$ cat config.mk
export PLATFORM = sky130hd
export DESIGN_NAME = serial_adder_n_flat
export DESIGN_NICKNAME = d
export VERILOG_FILES = /design/src/rtl/serial_adder_n_pkg.sv /design/src/rtl/serial_adder_n_if.sv /design/src/rtl/serial_adder_n_fa_1bit.sv /design/src/rtl/serial_adder_n.sv /design/src/flat_wrapper.sv
export SDC_FILE = /design/constraint.sdc
export NUM_CORES = 1
export LEC_CHECK = 0
export BUFFER_PORTS_ARGS = -buffer_cell sky130_fd_sc_hd__buf_2
export CAP_MARGIN = 15
export CORE_ASPECT_RATIO = 1.25
export CORE_UTILIZATION = 49
export DETAILED_ROUTE_END_ITERATION = 8
export GPL_TIMING_DRIVEN = 1
export PLACE_DENSITY_LB_ADDON = 0.2
export SYNTH_ARGS = -nofsm -noshare
export SYNTH_HDL_FRONTEND = slang
export SYNTH_SLANG_ARGS = --single-unit
$ cat constraint.sdc
create_clock -name clk -period 1.59 [get_ports clk]
set_clock_uncertainty 0.2 [all_clocks]
set_input_delay 0.0795 -clock clk [delete_from_list [all_inputs] [get_ports clk]]
set_output_delay 0.0795 -clock clk [all_outputs]
set_load 0.1 [all_outputs]
$ cat src/rtl/serial_adder_n_pkg.sv
// Shared definitions for the bit-serial adder: FSM state encoding.
package serial_adder_n_pkg;

  // 2'd3 is unused; the FSM treats it as illegal and recovers to IDLE.
  typedef enum logic [1:0] {
    IDLE = 2'd0,
    RUN  = 2'd1,
    DONE = 2'd2
  } state_t;

endpackage

$ cat src/rtl/serial_adder_n_if.sv
// start/busy/done handshake plus operand and result buses of the serial adder.
interface serial_adder_n_if #(
  parameter int WIDTH = 8
) ();
  logic             start;
  logic [WIDTH-1:0] a;
  logic [WIDTH-1:0] b;
  logic             cin;
  logic [WIDTH-1:0] sum;
  logic             cout;
  logic             overflow;
  logic             busy;
  logic             done;

  modport master (
    output start, a, b, cin,
    input  sum, cout, overflow, busy, done
  );

  modport slave (
    input  start, a, b, cin,
    output sum, cout, overflow, busy, done
  );
endinterface

$ cat src/rtl/serial_adder_n_fa_1bit.sv
// Combinational 1-bit full adder built from two half-adder stages and an OR.
module fa_1bit (
  input  logic a,
  input  logic b,
  input  logic cin,
  output logic s,
  output logic co
);
  logic s1;
  logic c1;
  logic c2;

  assign s1 = a ^ b;
  assign c1 = a & b;
  assign s  = s1 ^ cin;
  assign c2 = s1 & cin;
  assign co = c1 | c2;
endmodule

$ cat src/rtl/serial_adder_n.sv
// Bit-serial WIDTH-bit adder: one full-adder cell and a carry flop, one bit per clock, LSB first.
// state | meaning
// IDLE  | waiting for start; outputs hold the last result
// RUN   | one operand bit pair added per clock, busy=1
// DONE  | single cycle with done=1, results just updated
module serial_adder_n
  import serial_adder_n_pkg::*;
#(
  parameter int WIDTH = 8
) (
  input  logic             clk,
  input  logic             rst_n,
  serial_adder_n_if.slave  bus
);
  localparam int CW = $clog2(WIDTH);

  state_t           state;
  logic [WIDTH-1:0] a_sh;
  logic [WIDTH-1:0] b_sh;
  logic [WIDTH-2:0] res;
  logic             carry_ff;
  logic [CW-1:0]    cnt;
  logic [WIDTH-1:0] sum_q;
  logic             cout_q;
  logic             overflow_q;
  logic             busy_q;
  logic             done_q;
  logic             fa_s;
  logic             fa_co;
  logic [WIDTH-1:0] res_next;

  fa_1bit u_fa (
    .a   (a_sh[0]),
    .b   (b_sh[0]),
    .cin (carry_ff),
    .s   (fa_s),
    .co  (fa_co)
  );

  // The new sum bit enters at the MSB; on the last bit this is the full result word.
  assign res_next = {fa_s, res};

  always_ff @(posedge clk or negedge rst_n) begin
    if (!rst_n) begin
      state      <= IDLE;
      a_sh       <= '0;
      b_sh       <= '0;
      res        <= '0;
      carry_ff   <= 1'b0;
      cnt        <= '0;
      sum_q      <= '0;
      cout_q     <= 1'b0;
      overflow_q <= 1'b0;
      busy_q     <= 1'b0;
      done_q     <= 1'b0;
    end else begin
      case (state)
        IDLE: begin
          done_q <= 1'b0;
          if (bus.start) begin
            a_sh     <= bus.a;
            b_sh     <= bus.b;
            carry_ff <= bus.cin;
            cnt      <= '0;
            busy_q   <= 1'b1;
            state    <= RUN;
          end
        end
        RUN: begin
          a_sh     <= a_sh >> 1;
          b_sh     <= b_sh >> 1;
          res      <= res_next[WIDTH-1:1];
          carry_ff <= fa_co;
          cnt      <= cnt + 1'b1;
          if (cnt == CW'(WIDTH - 1)) begin
            sum_q      <= res_next;
            cout_q     <= fa_co;
            // carry_ff still holds the carry into the MSB here
            overflow_q <= carry_ff ^ fa_co;
            busy_q     <= 1'b0;
            done_q     <= 1'b1;
            state      <= DONE;
          end
        end
        DONE: begin
          done_q <= 1'b0;
          state  <= IDLE;
        end
        default: begin
          busy_q <= 1'b0;
          done_q <= 1'b0;
          state  <= IDLE;
        end
      endcase
    end
  end

  assign bus.sum      = sum_q;
  assign bus.cout     = cout_q;
  assign bus.overflow = overflow_q;
  assign bus.busy     = busy_q;
  assign bus.done     = done_q;
endmodule

$ cat src/flat_wrapper.sv
// flat-port wrapper written by rule: the top's interface ports become plain ports
module serial_adder_n_flat import serial_adder_n_pkg::*;
#(
  parameter int WIDTH = 8
)
  (clk, rst_n, bus_start, bus_a, bus_b, bus_cin, bus_sum, bus_cout, bus_overflow, bus_busy, bus_done);
  serial_adder_n_if #(.WIDTH(WIDTH)) bus_i ();
  input  logic clk;
  input  logic rst_n;
  input wire logic [$bits(bus_i.start)-1:0] bus_start;
  input wire logic [$bits(bus_i.a)-1:0] bus_a;
  input wire logic [$bits(bus_i.b)-1:0] bus_b;
  input wire logic [$bits(bus_i.cin)-1:0] bus_cin;
  output wire logic [$bits(bus_i.sum)-1:0] bus_sum;
  output wire logic [$bits(bus_i.cout)-1:0] bus_cout;
  output wire logic [$bits(bus_i.overflow)-1:0] bus_overflow;
  output wire logic [$bits(bus_i.busy)-1:0] bus_busy;
  output wire logic [$bits(bus_i.done)-1:0] bus_done;
  assign bus_i.start = bus_start;
  assign bus_i.a = bus_a;
  assign bus_i.b = bus_b;
  assign bus_i.cin = bus_cin;
  assign bus_sum = bus_i.sum;
  assign bus_cout = bus_i.cout;
  assign bus_overflow = bus_i.overflow;
  assign bus_busy = bus_i.busy;
  assign bus_done = bus_i.done;
  serial_adder_n #(.WIDTH(WIDTH)) u_core (.clk(clk), .rst_n(rst_n), .bus(bus_i));
endmodule
# Word-level counts from Yosys, hierarchy flattened

Cells that the tools add are included.

Output and inout port bits: 12
Bits in registers: 41

Muxes and demuxes: 16
Equal/unequal tests: 5
Bitwise logic cells: 7
$add $sub $neg: 1
Reductions and logical operators: 6

Operators with widths:

| kind                                                | number |
|---|---|
| one-hot mux 8 bit (2 select lines)                  | 2 |
| two-way mux 8 bit                                   | 2 |
| one-hot mux 3 bit (2 select lines)                  | 1 |
| AND reduction 2 bit                                 | 3 |
| two-way mux 1 bit                                   | 5 |
| two-way mux 2 bit                                   | 2 |
| one-hot mux 2 bit (2 select lines)                  | 1 |
| adder 3 x 1 -> 3 bit, second input constant         | 1 |
| equality test 3 bit, second input constant          | 1 |
| two-way mux 3 bit                                   | 1 |
| one-hot mux 1 bit (3 select lines)                  | 1 |
| AND reduction 3 bit                                 | 1 |
| bitwise XOR 1 bit                                   | 3 |
| AND 1 bit                                           | 2 |
| equality test 2 x 1 -> 1 bit, second input constant | 1 |
| equality test 2 bit, second input constant          | 1 |
| zero test 2 bit                                     | 1 |
| != test 2 x 1 -> 1 bit, second input constant       | 1 |
| != test 2 bit, second input constant                | 1 |
| one-hot mux 1 bit (2 select lines)                  | 1 |
| nonzero test 2 bit                                  | 1 |
| NOT 1 bit                                           | 1 |
| bitwise OR 1 bit                                    | 1 |

# Longest topological paths before layout

Gate-level depths: netlist (run 1).

Word-level depth: 4
Depth in mapped cells: 6
Depth with buffers taken out: 5

# Modules after synthesis

From an unflattened synthesis (run 1), not the netlist that was laid out.

Cell total of the unflattened synthesis: 166
Area total of the unflattened synthesis: 1,811.7 µm²

Modules (own cells, without submodules):

| module         | area each (µm²) | sequential area each (µm²) | cells each | instances |
|---|---|---|---|---|
| serial_adder_n | 1,791.7         | 1,026.0                    | 165        | 1 |
| fa_1bit        | 20.0            | 0.0                        | 1          | 1 |

# Worst setup path after synthesis (run 1)

Ideal clock, no wire load.

Path type: reg2reg
Start: register u_core.cnt[0]
End: register u_core.sum_q[0] (netlist: u_core.bus.sum[0])
Setup time: 0.125 ns
Cell stages (with the launch flop): 6
Arrival: 1.372 ns
Slack: -0.108 ns
Path buffers: 1
Required time: 1.265 ns
Path through: dfrtp_1 ha_1 ha_1 nand3b_2 buf_4 mux2_4

Word-level cells in the longest chain between the ends: 2

RTL lines:

| what                          | line                 | source |
|---|---|---|
| start, declared               | serial_adder_n.sv:22 | `logic [CW-1:0] cnt;` |
| start signal, assigned        | serial_adder_n.sv:74 | `cnt <= cnt + 1'b1;` |
| equality test 3 bit           | serial_adder_n.sv:75 | `if (cnt == CW'(WIDTH - 1)) begin` |
| AND reduction 2 bit (no line) | n/a                  |  |
| end signal, assigned          | serial_adder_n.sv:76 | `sum_q <= res_next;` |
| end, declared                 | serial_adder_n.sv:23 | `logic [WIDTH-1:0] sum_q;` |

No other way between the ends.
A chain may end at the register's enable or synchronous reset.

# Final worst setup path (run 1)

Start: register u_core.cnt[1]
End: register u_core.sum_q[7] (netlist: u_core.bus.sum[7])

Same word-level chain as after synthesis.

==> results of run 1 <==
==> worst max-delay path, cell delays in order, from the launching register on <==
cell      delay (ns)
dfrtp_1         0.38
ha_2            0.20
ha_4            0.19
nand3b_4        0.15
mux2_4          0.32
==> layout make-up <==
cell class | instances | area, um2
clock buffers | 7 | 86.3
well taps | 37 | 46.3
fillers | 253 | 951
inverters | 4 | 15.0
multi-input cells | 79 | 713
repair buffers | 65 | 470
flip-flops and latches | 41 | 1030
==> report_power, final <==
group | internal (uW) | total, uW | switching, uW
clock network | 344 | 673 | 329
logic | 1150 | 2950 | 1800
registers | 1550 | 1870 | 328
==> layout by cell type (no fill, tap or decap), drive strengths merged, types with 3 or more instances in the layout <==
master        n
a2bb2oi      11
mux2         16
nor2          8
buf          46
nand2b        4
nand2         3
a22o          4
dfrtp        41
o22ai        16
dlygate4sd3  19
a21oi         4
o21ai         3
clkbuf        7
inv           4
==> kinds of logic (layout without fill, tap and decap cells) <==
family	after synthesis	after routing
AOI/OAI and AO/OA	42	42
DFF	41	41
muxes	16	16
and+or+nand+nor	16	17
buffers and inverters	11	76
adders and majority gates	3	3
xor gates and xnor gates	1	1
==> metrics by stage <==
| stage | hold slack [ns] | area [um2] |
|---|---|---|
| global placement | -0.157 | 2010 |
| detailed placement | -0.156 | 2010 |
| global route | 0.104 | 2360 |
| CTS | 0.0759 | 2310 |
| finish | 0.0586 | 2360 |
| floorplan | -0.416 | 1780 |
==> worst max-delay path by stage <==
stage / to / slack (ns) / from / cells past startpoint
floorplan: u_core.bus.sum[0]$_DFFE_PN0P_ / 0.02 / u_core.cnt[0]$_DFFE_PN0P_ / 5
global placement: u_core.bus.cout$_DFFE_PN0P_ / 0.02 / u_core.cnt[0]$_DFFE_PN0P_ / 4
detailed placement: u_core.bus.sum[7]$_DFFE_PN0P_ / -0.04 / u_core.cnt[0]$_DFFE_PN0P_ / 4
CTS: u_core.bus.sum[2]$_DFFE_PN0P_ / -0.003 / u_core.cnt[0]$_DFFE_PN0P_ / 4
global route: u_core.bus.sum[5]$_DFFE_PN0P_ / -0.001 / u_core.cnt[1]$_DFFE_PN0P_ / 4
finish: u_core.bus.sum[7]$_DFFE_PN0P_ / 0.03 / u_core.cnt[1]$_DFFE_PN0P_ / 4
==> flip-flops by register name (all words and copies together) (netlist names) <==
register,cells
u_core.carry_ff,1
u_core.bus.done,1
u_core.bus.cout,1
u_core.cnt,3
u_core.state,2
u_core.bus.busy,1
u_core.bus.sum,8
u_core.res,7
u_core.a_sh,8
u_core.bus.overflow,1
u_core.b_sh,8
==> repair_timing <==
action                                 in CTS  in global routing
cloned                                      1                  0
pin swaps                                   0                  2
endpoints found under the hold margin      59                  0
resized for setup                           2                  3
setup buffers                               1                  4
hold buffers                               19                  0
setup endpoints to repair                  14                  8
==> metal layers <==
layer | vias up | routed length [um] | GRT usage [%]
met5 | - | 0 | 0
met4 | 0 | 41 | 9.06
met3 | 4 | 136 | 5.78
met2 | 33 | 1870 | 38.7
met1 | 611 | 1590 | 24.1
li1 | 612 | - | -
==> impl_metrics.tcl, run 1 <==
set metrics [dict create \
    status "finished clean" \
    dpl.cell_count 201 \
    initial_core_util_pct 52.8 \
    overflow 0 \
    synth-seq-area-share_pct 58.7 \
    synth_seq_cells 41 \
    worstReg2RegEnd "u_core.bus.sum[7]$_DFFE_PN0P_" \
    synth_xor_area_share_pct 0.501 \
    synthToLayoutAreaGrowth_pct 35.0 \
    worst_ir_drop_vdd_v 0.00171 \
    hold_violations 0 \
    clk_latency_ns 0.29 \
    portBuffers 31 \
    max_slew_margin_pct 67.5 \
    drc 0 \
    hpwl_um 2360 \
    tns_ns 0 \
    cp.required_ns 1.56 \
    cts_buffers 5 \
    rows 23 \
    clkTransAtPathRegs_ns 0.07 \
    h-tree-depth 2 \
    grt_pass1_wl_um 6090 \
    start_kind "flip-flop" \
    layout_min_cycle_time_ns 1.56 \
    first_iter_violations 14 \
    vias 1260 \
    synth-simple-area-share_pct 4.58 \
    r2r-start "u_core.cnt[1]$_DFFE_PN0P_" \
    viasPerCell 5.41 \
    criticalPathCategory "reg -> reg" \
    pre_cts_ws_ns -0.0436 \
    antenna_found_initial 0 \
    syn_area_um2 1750 \
    yosys.area.top_type_share_pct 58.7 \
    ctsLongestPathBuffers 2 \
    globalplace.congestion 0.697 \
    leakagePower_uw 0.00115 \
    syn_nets 153 \
    num-nets-final 219 \
    synth_compound_area_share_pct 17.2 \
    tightestPinTransition_ns 0.487 \
    core_area_um2 3310 \
    wl_um 3640 \
    fmax_mhz 643 \
    grt_pass1_vias 1316 \
    postSynth.asyncResetShare_pct 100 \
    r2r_cells 4 \
    p_total_uw 5500 \
    fin_ws_ns 0.0336 \
    cts_tree "built" \
    io_pins 32 \
    dieArea_um2 3810 \
    rrSetupSlack_ns 0.03 \
    synth_most_common_cell "dfrtp_1" \
    max_cap_viol_count 0 \
    drive_gt1_share_pct 38.8 \
    synth_fa_ha_area_share_pct 2.58 \
    period_share_pct 97.9 \
    power_per_cell_area_nw_per_um2 2330 \
    track_usage_pct 21.4 \
    yosys-top-cells-area "dfrtp_1, mux2_4, o22ai_1" \
    worstPathArrival_ns 1.53 \
    synth_top_family_by_area "compound AO/OA/AOI/OAI gates" \
    ys.flop_type "dfrtp_1" \
    grt_max_degree 25 \
    fin_util_pct 71.3 \
    min_path_type "in -> async" \
    syn_avg_cell_area_um2 13.4 \
    yosysWarnings 0 \
    crit_path_max_fanout 6 \
    finalSetupViolCount 0 \
    ant_nets 0 \
    n_antenna_cell 0 \
    slew_violations 0 \
    die_w_um 55.4 \
    synth_top_cell_by_area "dfrtp_1" \
    die-height_um 68.8 \
    crit_path_end_kind "flip-flop" \
    first_pass_iters 4 \
    cts-root-buf "clkbuf_8" \
    synthCells 130 \
    fin_cells 233 \
    cts_sinks 41 \
    synth_edf_count 0 \
    routedWlPerCell_um 15.6 \
    synth_commonest_cells "dfrtp_1, o22ai_1, mux2_4" \
    synth_cell_type_count 24 \
    muxShareOfSynthArea_pct 12.9 \
]
(Power assumes the default switching activity.)
==> run 2, diff against run 1 <==
--- a/config.mk
+++ b/config.mk
@@ -12,6 +12,7 @@
 export DETAILED_ROUTE_END_ITERATION = 8
 export GPL_TIMING_DRIVEN = 1
 export PLACE_DENSITY_LB_ADDON = 0.2
+export SLEW_MARGIN = 10
 export SYNTH_ARGS = -nofsm -noshare
 export SYNTH_HDL_FRONTEND = slang
 export SYNTH_SLANG_ARGS = --single-unit
==> constraint.sdc (replaced) <==
create_clock -name clk -period 1.59 [get_ports clk]
set_clock_uncertainty 0.2 [all_clocks]
set_input_delay 0.159 -clock clk [delete_from_list [all_inputs] [get_ports clk]]
set_output_delay 0.159 -clock clk [all_outputs]
set_load 0.1 [all_outputs]
==> run 2 against run 1 <==
  * Hold slack gained 0.0018 ns
  * Worst setup slack lost 0.0018 ns
  * Combinational power is essentially flat
  * Sequential power is essentially flat
  * Total power is essentially flat
==> impl_metrics.tcl, run 2 (synthesis results as in run 1) <==
set metrics [dict create \
    status "finished clean" \
    io_pins 32 \
    n_antenna_cell 0 \
    globalplace.congestion 0.697 \
    place_area_um2 2010 \
    holdPathStages 3 \
    viasPerCell 5.45 \
    r2r_cells 4 \
    crit_path_max_fanout 6 \
    grt_max_degree 25 \
    cts_tree "built" \
    finalSetupViolCount 0 \
    clkTransAtPathRegs_ns 0.07 \
    vias 1254 \
    rrSetupSlack_ns 0.03 \
    num-nets-final 216 \
    cts_sinks 41 \
    fin_area_um2 2340 \
    fin_util_pct 70.7 \
    p_seq_share_pct 34.3 \
    worstReg2RegEnd "u_core.bus.sum[7]$_DFFE_PN0P_" \
    tightestPinTransition_ns 0.491 \
    max_cap_viol_count 0 \
    p_switching_uw 2460 \
    final_common_cell "dfrtp_1" \
    period_share_pct 98.0 \
    first_iter_violations 22 \
    layout_min_cycle_time_ns 1.56 \
    power_per_cell_area_nw_per_um2 2350 \
    clk_latency_ns 0.29 \
    dieArea_um2 3810 \
    max_slew_margin_pct 67.2 \
    fmax_mhz 642 \
    use_met3_pct 5.78 \
    leakagePower_uw 0.00113 \
    layout_common_cells "dfrtp_1, buf_2, dlygate4sd3_1, o22ai_1, mux2_4" \
    antenna_found_initial 0 \
    grt_pass1_wl_um 6040 \
    grt_util_met2_pct 38.7 \
    clkPwrFrac_pct 12.2 \
    cp.required_ns 1.56 \
    min_path_type "in -> reg" \
    ctsLongestPathBuffers 2 \
    slew_violations 0 \
    wl_um 3600 \
    hold_violations 0 \
    drive_gt1_share_pct 38.9 \
    worst_ir_drop_vdd_v 0.00165 \
    r2r-start "u_core.cnt[1]$_DFFE_PN0P_" \
    worstPathArrival_ns 1.53 \
    p_int_uw 3040 \
    first_pass_iters 4 \
    cts_buffers 5 \
    cts-root-buf "clkbuf_8" \
    busiest_layer "met2" \
    rows 23 \
    portBuffers 31 \
    routedWlPerCell_um 15.7 \
    sw_frac_of_total_pct 44.8 \
    ant_nets 0 \
    crit_path_end_kind "flip-flop" \
    overflow 0 \
    synthToLayoutAreaGrowth_pct 34.0 \
    grt_pass1_vias 1302 \
    h-tree-depth 2 \
    initial_core_util_pct 52.8 \
    track_usage_pct 21.2 \
    die_w_um 55.4 \
    hpwl_um 2360 \
    start_kind "flip-flop" \
    crit_end "u_core.bus.sum[7]$_DFFE_PN0P_" \
    drc 0 \
    crit_start "u_core.cnt[1]$_DFFE_PN0P_" \
    combPwrFrac_pct 53.5 \
    core_area_um2 3310 \
    die-height_um 68.8 \
    criticalPathCategory "reg -> reg" \
    grt.met1_usage_pct 24.0 \
]
run 2: changes by cell type in the layout (fill, tap and decap cells not counted), sizes merged:
| cell | change |
|---|---|
| dlygate4sd3 | -1 |
| buf | -2 |
run 2: final cells by class:
cell class | instances | area (um2)
Clock buffer | 7 | 86.3
Fill cell | 257 | 968
Inverter | 4 | 15.0
Multi-Input combinational cell | 79 | 721
Sequential cell | 41 | 1030
Tap cell | 37 | 46.3
Timing Repair Buffer | 62 | 445
run 2: stage by stage:
stage	total power, uW	instances	setup slack, ns	hold WS (ns)	setup TNS [ns]
4_1_cts	5450	228	-0.00291	0.0481	-0.00566
6_report	5500	230	0.0318	0.0603	0
5_1_grt	5790	230	-0.00386	0.102	-0.0128
3_5_place_dp	4710	201	-0.0436	-0.0769	-0.101
3_3_place_gp	4620	201	0.0184	-0.0775	0
2_1_floorplan	4170	130	0.0193	-0.337	0
run 2: routing by layer:
metal,vias up,part of all wire [%]
li1,606,-
met1,609,43
met2,35,51
met3,4,3.9
met4,0,1.1
met5,-,0
run 2: worst min path at each step:
stage	start	to	slack (ns)
2_1_floorplan	rst_n	u_core.a_sh[0]$_DFFE_PN0P_	-0.34
3_3_place_gp	rst_n	u_core.bus.done$_DFFE_PN0P_	-0.08
3_5_place_dp	rst_n	u_core.bus.done$_DFFE_PN0P_	-0.08
4_1_cts	bus_start	u_core.bus.busy$_DFFE_PN0P_	0.05
5_1_grt	bus_start	u_core.bus.busy$_DFFE_PN0P_	0.10
6_report	bus_start	u_core.bus.busy$_DFFE_PN0P_	0.06
run 2: power groups by stage:
stage / Combinational (uW) / Clock, uW / Sequential (uW)
6_report: 2940 / 673 / 1890
5_1_grt: 3120 / 732 / 1940
4_1_cts: 2880 / 688 / 1880
3_5_place_dp: 2820 / 0 / 1890
3_3_place_gp: 2740 / 0 / 1870
2_1_floorplan: 1280 / 0 / 2890
run 2: critical path, cell delays in order (launching register included):
cell and delay, ns:
dfrtp_1 0.38, ha_2 0.20, ha_4 0.19, nand3b_4 0.16, mux2_4 0.32
run 2: timing repair:
| item | in CTS | in global routing |
|---|---|---|
| buffers inserted | 1 | 2 |
| pin swaps | 0 | 2 |
| setup endpoints to repair | 14 | 6 |
| gates cloned | 1 | 0 |
| endpoints found under the hold margin | 58 | 0 |
| hold buffers | 18 | 0 |
| resized for setup | 2 | 4 |
==> run 3, diff against run 2 <==
--- a/config.mk
+++ b/config.mk
@@ -10,8 +10,8 @@
 export CORE_ASPECT_RATIO = 1.25
 export CORE_UTILIZATION = 49
 export DETAILED_ROUTE_END_ITERATION = 8
-export GPL_TIMING_DRIVEN = 1
 export PLACE_DENSITY_LB_ADDON = 0.2
+export RECOVER_POWER = 50
 export SLEW_MARGIN = 10
 export SYNTH_ARGS = -nofsm -noshare
 export SYNTH_HDL_FRONTEND = slang
==> run 3 against run 2 <==
  * Total power about the same
  * Via count increased by 0.40%
  * Core utilization decreased by 0.38 points
  * Non-clock buffer count unchanged
==> impl_metrics.tcl, run 3 (synthesis results as in run 1) <==
set metrics [dict create \
    ant_nets 0 \
    globalplace.congestion 0.697 \
    rows 23 \
    fin_util_pct 70.4 \
    first_iter_violations 23 \
    cts_sinks 41 \
    clkTransAtPathRegs_ns 0.07 \
    leakagePower_uw 0.00113 \
    finalSetupViolCount 0 \
    status "finished clean" \
    combPwrFrac_pct 53.5 \
    start_kind "flip-flop" \
    criticalPathCategory "reg -> reg" \
    p_int_uw 3030 \
    clk_latency_ns 0.29 \
    cts-root-buf "clkbuf_8" \
    io_pins 32 \
    overflow 0 \
    sw_frac_of_total_pct 44.8 \
    fmax_mhz 642 \
    vias 1259 \
    power_per_cell_area_nw_per_um2 2360 \
    n_antenna_cell 0 \
    dieArea_um2 3810 \
    portBuffers 31 \
    p_seq_share_pct 34.3 \
    max_cap_viol_count 0 \
    max_slew_margin_pct 67.2 \
    core_area_um2 3310 \
    worst_ir_drop_vdd_v 0.00165 \
    grt_pass1_wl_um 6040 \
    wl_um 3590 \
    cts_buffers 5 \
    hold_violations 0 \
    initial_core_util_pct 52.8 \
    synthToLayoutAreaGrowth_pct 33.3 \
    layout_min_cycle_time_ns 1.56 \
    die_w_um 55.4 \
    tightestPinTransition_ns 0.491 \
    holdPathStages 3 \
    cts_tree "built" \
    drive_gt1_share_pct 38.9 \
    cp.required_ns 1.56 \
    crit_path_max_fanout 6 \
    p_switching_uw 2460 \
    crit_path_end_kind "flip-flop" \
    antenna_found_initial 0 \
    slew_violations 0 \
    clkPwrFrac_pct 12.3 \
    track_usage_pct 21.2 \
    fillers 258 \
    routedWlPerCell_um 15.6 \
    tns_ns 0 \
    min_path_type "in -> reg" \
    layout_common_cells "dfrtp_1, buf_2, dlygate4sd3_1, o22ai_1, mux2_4" \
    num-nets-final 216 \
    ctsLongestPathBuffers 2 \
    first_pass_iters 4 \
    hpwl_um 2360 \
    r2r_cells 4 \
    h-tree-depth 2 \
    worstPathArrival_ns 1.53 \
    grt_pass1_vias 1302 \
    grt_max_degree 25 \
    period_share_pct 98.0 \
    drc 0 \
    final_common_cell "dfrtp_1" \
    die-height_um 68.8 \
    viasPerCell 5.47 \
]
-- run 3: cell count changes in the layout (fill, tap and decap cells not counted) --
cell	previous run	this run
buf_2	31	30
clkbuf_2	0	1
clkbuf_4	0	1
buf_12	1	0
-- run 3: final timing paths --
| kind | endpoint | from | slack, ns |
|---|---|---|---|
| worst max-delay path | u_core.bus.sum[7]$_DFFE_PN0P_ | u_core.cnt[1]$_DFFE_PN0P_ | 0.03 |
| min in group asynchronous | u_core.a_sh[5]$_DFFE_PN0P_ | rst_n | 0.14 |
| worst min-delay path | u_core.bus.busy$_DFFE_PN0P_ | bus_start | 0.06 |
| worst max register to register | u_core.bus.sum[7]$_DFFE_PN0P_ | u_core.cnt[1]$_DFFE_PN0P_ | 0.03 |
| max in group asynchronous | u_core.state[1]$_DFFE_PN0P_ | rst_n | 0.32 |
| worst min register to register | u_core.bus.done$_DFFE_PN0P_ | u_core.bus.done$_DFFE_PN0P_ | 0.29 |
-- run 3: power by group through the flow --
| stage | logic [uW] | clock network [uW] | registers, uW |
|---|---|---|---|
| 2_1_floorplan | 1280 | 0 | 2890 |
| 3_3_place_gp | 2740 | 0 | 1870 |
| 3_5_place_dp | 2820 | 0 | 1890 |
| 4_1_cts | 2880 | 688 | 1880 |
| 5_1_grt | 3120 | 732 | 1940 |
| 6_report | 2940 | 674 | 1880 |
-- run 3: metal layers --
metal  GRT usage, %  wire, um  up-vias
li1               -         -      607
met4           8.44        40        0
met1           24.0      1550      613
met2           38.7      1860       35
met5              0         0        -
met3           5.78       139        4
-- run 3: final cells by class --
| cell class | count | area, um2 | share of cell area, % |
|---|---|---|---|
| clock buffer | 7 | 86.3 | 3.71 |
| inverter | 4 | 15.0 | 0.645 |
| multi-input combinational | 79 | 721 | 31.0 |
| sequential | 41 | 1030 | 44.1 |
| tap | 37 | 46.3 | 1.99 |
| timing repair buffer | 62 | 433 | 18.6 |
-- run 3: worst max-delay path, cell delays in order (launching register included) --
cell	delay [ns]
dfrtp_1	0.38
ha_2	0.20
ha_4	0.19
nand3b_4	0.16
mux2_4	0.32
-- run 3: timing repair --
item / CTS / global route
hold endpoints to repair: 58 / 0
gates cloned: 1 / 0
hold buffers: 18 / 0
setup endpoints to repair: 14 / 6
setup buffers: 1 / 2
pin swaps: 0 / 2
gates resized for setup: 2 / 4
-- run 3: metrics by stage --
step	hold slack, ns	worst slack (ns)	instance area (um2)	power [uW]	std cells
6_report	0.0612	0.0320	2330	5500	230
2_1_floorplan	-0.337	0.0193	1780	4170	130
3_5_place_dp	-0.0769	-0.0436	2010	4710	201
3_3_place_gp	-0.0775	0.0184	2010	4620	201
4_1_cts	0.0481	-0.00291	2300	5450	228
5_1_grt	0.102	-0.00386	2330	5790	230
